==> src/rtl/serial_encoder.sv <==
// -----------------------------------------------------------------------------
// serial_encoder
//   Sequential multi-hot to binary encoder. Accepts a W-bit request vector and
//   emits the index of every set bit, lowest index first, one index per
//   accepted output beat. Valid/ready handshake on both sides. A new vector can
//   be taken during the last beat of the current one, so there is no bubble
//   between vectors.
//
// Ports
//   clk        in   1  clock, rising edge
//   rst_n      in   1  asynchronous active-low reset
//   clr        in   1  synchronous abort: drop pending bits, return to IDLE
//   in_valid   in   1  request vector valid
//   in_ready   out  1  block can accept a vector this cycle (combinational)
//   in         in   W  request vector; bit i set => emit index i
//   out_valid  out  1  out holds a valid index
//   out_ready  in   1  consumer accepts out this cycle
//   out        out  N  binary index of lowest set pending bit
//   out_last   out  1  current index is the final one of this vector
// -----------------------------------------------------------------------------
module serial_encoder (
   input  logic                   clk,
   input  logic                   rst_n,
   input  logic                   clr,
   input  logic                   in_valid,
   output logic                   in_ready,
   input  logic [(1 << 3) - 1:0]  in,
   output logic                   out_valid,
   input  logic                   out_ready,
   output logic [2:0]             out,
   output logic                   out_last
);

   localparam int N = 3;
   localparam int W = 1 << N;

   typedef enum logic {
      ST_IDLE = 1'b0,
      ST_EMIT = 1'b1
   } state_e;

   state_e         state_q, state_d;
   logic [W-1:0]   pend_q, pend_d;

   logic [N-1:0]   low_idx;
   logic           single_bit;
   logic           beat_taken;
   logic           vec_taken;

   // Lowest set bit of pend; scanning downwards lets the last hit win.
   always_comb begin
      // NOTE: every variable written here gets a default first, so no path
      // leaves it unassigned and no latch is inferred.
      low_idx = '0;
      for (int i = W - 1; i >= 0; i--) begin
         if (pend_q[i]) low_idx = N'(i);
      end
   end

   // Exactly one bit set: clearing the lowest set bit leaves nothing.
   assign single_bit = (pend_q != '0) && ((pend_q & (pend_q - 1'b1)) == '0);

   // Outputs decode from registered state only.
   assign out_valid = (state_q == ST_EMIT);
   assign out       = out_valid ? low_idx : '0;
   assign out_last  = out_valid && single_bit;

   // Sole combinational path through the block. Gated by rst_n so nothing is
   // offered as accepted while the block is held in reset.
   assign in_ready = rst_n && !clr &&
                     ((state_q == ST_IDLE) || (out_last && out_ready));

   assign beat_taken = out_valid && out_ready && !clr;
   assign vec_taken  = in_valid && in_ready;

   always_comb begin
      state_d = state_q;
      pend_d  = pend_q;
      if (clr) begin
         state_d = ST_IDLE;
         pend_d  = '0;
      end else begin
         unique case (state_q)
            ST_IDLE: begin
               // A zero vector is consumed without emitting anything.
               if (vec_taken && (in != '0)) begin
                  pend_d  = in;
                  state_d = ST_EMIT;
               end
            end
            ST_EMIT: begin
               if (beat_taken) begin
                  pend_d = pend_q & (pend_q - 1'b1);
                  if (out_last) begin
                     state_d = ST_IDLE;
                     if (vec_taken && (in != '0)) begin
                        pend_d  = in;
                        state_d = ST_EMIT;
                     end
                  end
               end
            end
            default: begin
               state_d = ST_IDLE;
               pend_d  = '0;
            end
         endcase
      end
   end

   // NOTE: state registers use non-blocking assignments so every flop samples
   // its next value from the same pre-edge snapshot.
   always_ff @(posedge clk or negedge rst_n) begin
      if (!rst_n) begin
         state_q <= ST_IDLE;
         pend_q  <= '0;
      end else begin
         state_q <= state_d;
         pend_q  <= pend_d;
      end
   end

endmodule

==> config.mk <==
export PLATFORM = sky130hd
export DESIGN_NAME = serial_encoder
export DESIGN_NICKNAME = d
export VERILOG_FILES = /design/src/rtl/serial_encoder.sv
export SDC_FILE = /design/constraint.sdc
export NUM_CORES = 1
export LEC_CHECK = 0
export CAP_MARGIN = 15
export CORE_MARGIN = 2
export CORE_UTILIZATION = 35
export DETAILED_ROUTE_END_ITERATION = 10
export HOLD_SLACK_MARGIN = 0.1
export PLACE_DENSITY = 0.68
export SLEW_MARGIN = 20
export SYNTH_ARGS = -nofsm -noshare
export SYNTH_HDL_FRONTEND = slang
export SYNTH_SLANG_ARGS = --single-unit
==> constraint.sdc <==
create_clock -name clk -period 5.9 [get_ports clk]
set_clock_uncertainty 0.15 [all_clocks]
set_input_delay 0.59 -clock clk [delete_from_list [all_inputs] [get_ports clk]]
set_output_delay 0.59 -clock clk [all_outputs]
set_load 0.01 [all_outputs]
==> out/metrics.yaml <==
use_met1: 0.225
path_clk_slew_ps: 70
netlist.area_leader.share: 0.356
post-synth-top-count-cell: "dfrtp_1"
drt_iter0_markers: 27
synth-seq-cells: 9
cts_made_buffers: 3
p_clk_frac: 0.269
rr_endpoint: "pend_q[4]$_DFFE_PN0P_"
antenna_cells: 0
min_period_ps: 3400
fillerInstances: 171
rsz0062_at_grt: "false"
drive_gt1_frac: 0.0778
placedInstanceArea_um2: 830
synth_area_leaders: "dfrtp_1 (36%), a22o_1 (5.5%), a21oi_1 (4.7%)"
die_w_um: 46.5
cts_resized: 0
firstDrtPassIters: 4
grt_use_met2: 0.244
synth-seq-area-share: 0.356
hpwl_um: 1240
synth_flop_cell: "dfrtp_1"
timing_worst_setup_path_type: "flip-flop to primary output"
yosysWarnings: 0
drcViolationCount: 0
hold_end: "pend_q[6]$_DFFE_PN0P_"
setup-violations-final: 0
cap_violations: 0
max_freq_mhz: 294
intPower_mw: 0.123
vdd_drop_max_v: 0.000137
clk_path_buf_depth: 2
yosysTopAreaCell: "dfrtp_1"
grt_busiest_layer: "met2"
finalCritPeriodShare: 0.577
htreeDepth: 1
cts_setup_buffers: 0
dieHeight_um: 46.5
cp.depth: 6
area_growth_pct: 35.2
fin_tns_setup_ps: 0
worstMarginPinSlew_ps: 488
cp.required_ps: 5160
cp-end-kind: "primary output"
cts.sinks: 9
combPwrFrac: 0.320
antenna_found_initial: 0
regToRegSetupSlack_ps: 3700
synth.cell_area_um2: 633
io_buffer_count: 18
rows: 15
vias_per_cell: 5.69
timing.slew.headroom: 0.673
vias: 654
grt_max_degree: 12
synth_common_cells: "dfrtp_1 (9), a21oi_1 (6), nor2_1 (6)"
grt_first_pass_wirelength_um: 2500
crit_path_max_fanout: 8
synthCells: 70
globalRouteOverflowTotal: 0
r2r_cells: 5
crit_slowest_cell: "clkdlybuf4s50_1"
place_congestion: 0.779
core_mm2: 0.00171
synth_edf_count: 0
initial_core_util: 0.371
tritoncts: "done"
worstHoldStart: "pend_q[6]$_DFFE_PN0P_"
avgSynthCellArea_um2: 9.04
insertion_delay_ps: 260
fin_area_um2: 856
status: "finished, final reports clean"
grt_pass1_vias: 553
gr-usage-all-layers: 0.175
ant_nets: 0
max_stage_delay_ps: 530
crit_buf_inv: 1
synth_fp_nets: 83
arrival_ps: 2660
p_seq_frac: 0.411
hp-class: "flip-flop to flip-flop"
critPathLaunchType: "flip-flop"
power.net_switching_mw: 0.0605
io_pins: 19
hold_viol: 0
swShare: 0.331
wl_per_cell_um: 14.6
p_leak_nw: 0.353
reg2reg_from: "pend_q[0]$_DFFE_PN0P_"
async_flop_share: 1.00
hold_depth: 2
cts_root_buffer: "clkbuf_4"
yosysUniqueCellTypes: 30
gr-usage-met3: 0.0471
cpLargestDelayFamily: "compound AO/OA/AOI/OAI gates"
power.density_mw_per_mm2: 214
drt_wl_total_um: 1670
dieArea_mm2: 0.00217
slew_viol_final: 0
cts_hold_buf: 0
nNetsFinal: 104
path_cells: "nor4_1 > a21boi_0 > o31ai_1 > a31o_2 > and3_1 > clkdlybuf4s50_1"
==> kinds of logic after synthesis <==
group	Yosys count	share of synthesized area
compound gates	29	0.356
simple gates	26	0.241
flops	9	0.356
buf+inv	6	0.0474
==> worst min-delay path, stage by stage, from the launching register on <==
cell       delay, ps
dfrtp_1          420
inv_1             90
o2bb2ai_1         60
==> state kept, by name (all words and copies together) (netlist names) <==
signal	flops
out_valid	1
pend_q	8
==> per-stage QoR <==
stage | cells | setup slack, ps | power, mW | utilization | hold slack (ps)
after floorplan | 70 | 3430 | 0.111 | - | 144
after global placement | 111 | 2890 | 0.134 | 0.486 | 443
after detailed placement | 111 | 2790 | 0.134 | 0.486 | 453
after CTS | 115 | 2500 | 0.183 | 0.501 | 464
after global routing | 115 | 2380 | 0.193 | 0.501 | 497
final | 115 | 2500 | 0.183 | 0.501 | 465
==> routing by layer <==
layer  part of all wire  vias up
met5                  0        -
met4              0.026        0
met3              0.051        4
met2               0.48       22
met1               0.44      310
li1                   -      318
==> cell type report <==
class,instances,area [um^2],share of cell area
multi-input combinational,55,378,0.442
sequential,9,225,0.263
timing repair buffer,18,180,0.211
tap,25,31.3,0.0365
clock buffer,4,26.3,0.0307
inverter,4,15.0,0.0175
==> cells in the final DEF (no fill, tap or decap), types with 2 or more instances in the layout <==
master,n
a22o_1,4
nor2_1,6
inv_1,4
o31ai_1,3
clkbuf_4,3
a221o_1,3
a21oi_1,6
nand2_1,3
clkdlybuf4s50_1,18
nor3_1,4
nand2b_1,2
or4_1,2
dfrtp_1,9
nor4_1,2
and3_1,3
o21ai_0,3
==> worst max path at each step <==
stage | start | endpoint | slack (ps)
after floorplan | pend_q[0]$_DFFE_PN0P_ | in_ready | 3430
after global placement | pend_q[0]$_DFFE_PN0P_ | in_ready | 2890
after detailed placement | pend_q[0]$_DFFE_PN0P_ | in_ready | 2790
after CTS | pend_q[0]$_DFFE_PN0P_ | in_ready | 2500
after global routing | pend_q[0]$_DFFE_PN0P_ | in_ready | 2380
final | pend_q[0]$_DFFE_PN0P_ | in_ready | 2500
==> power by group through the flow <==
stage                     registers (mW)  logic (mW)  clock network [mW]
after floorplan                   0.0729      0.0377                   0
after global placement            0.0758      0.0582                   0
after detailed placement          0.0762      0.0580                   0
after CTS                         0.0751      0.0584              0.0494
after global routing              0.0761      0.0635              0.0534
final                             0.0753      0.0586              0.0492
Power figures use the tool's default switching activity.
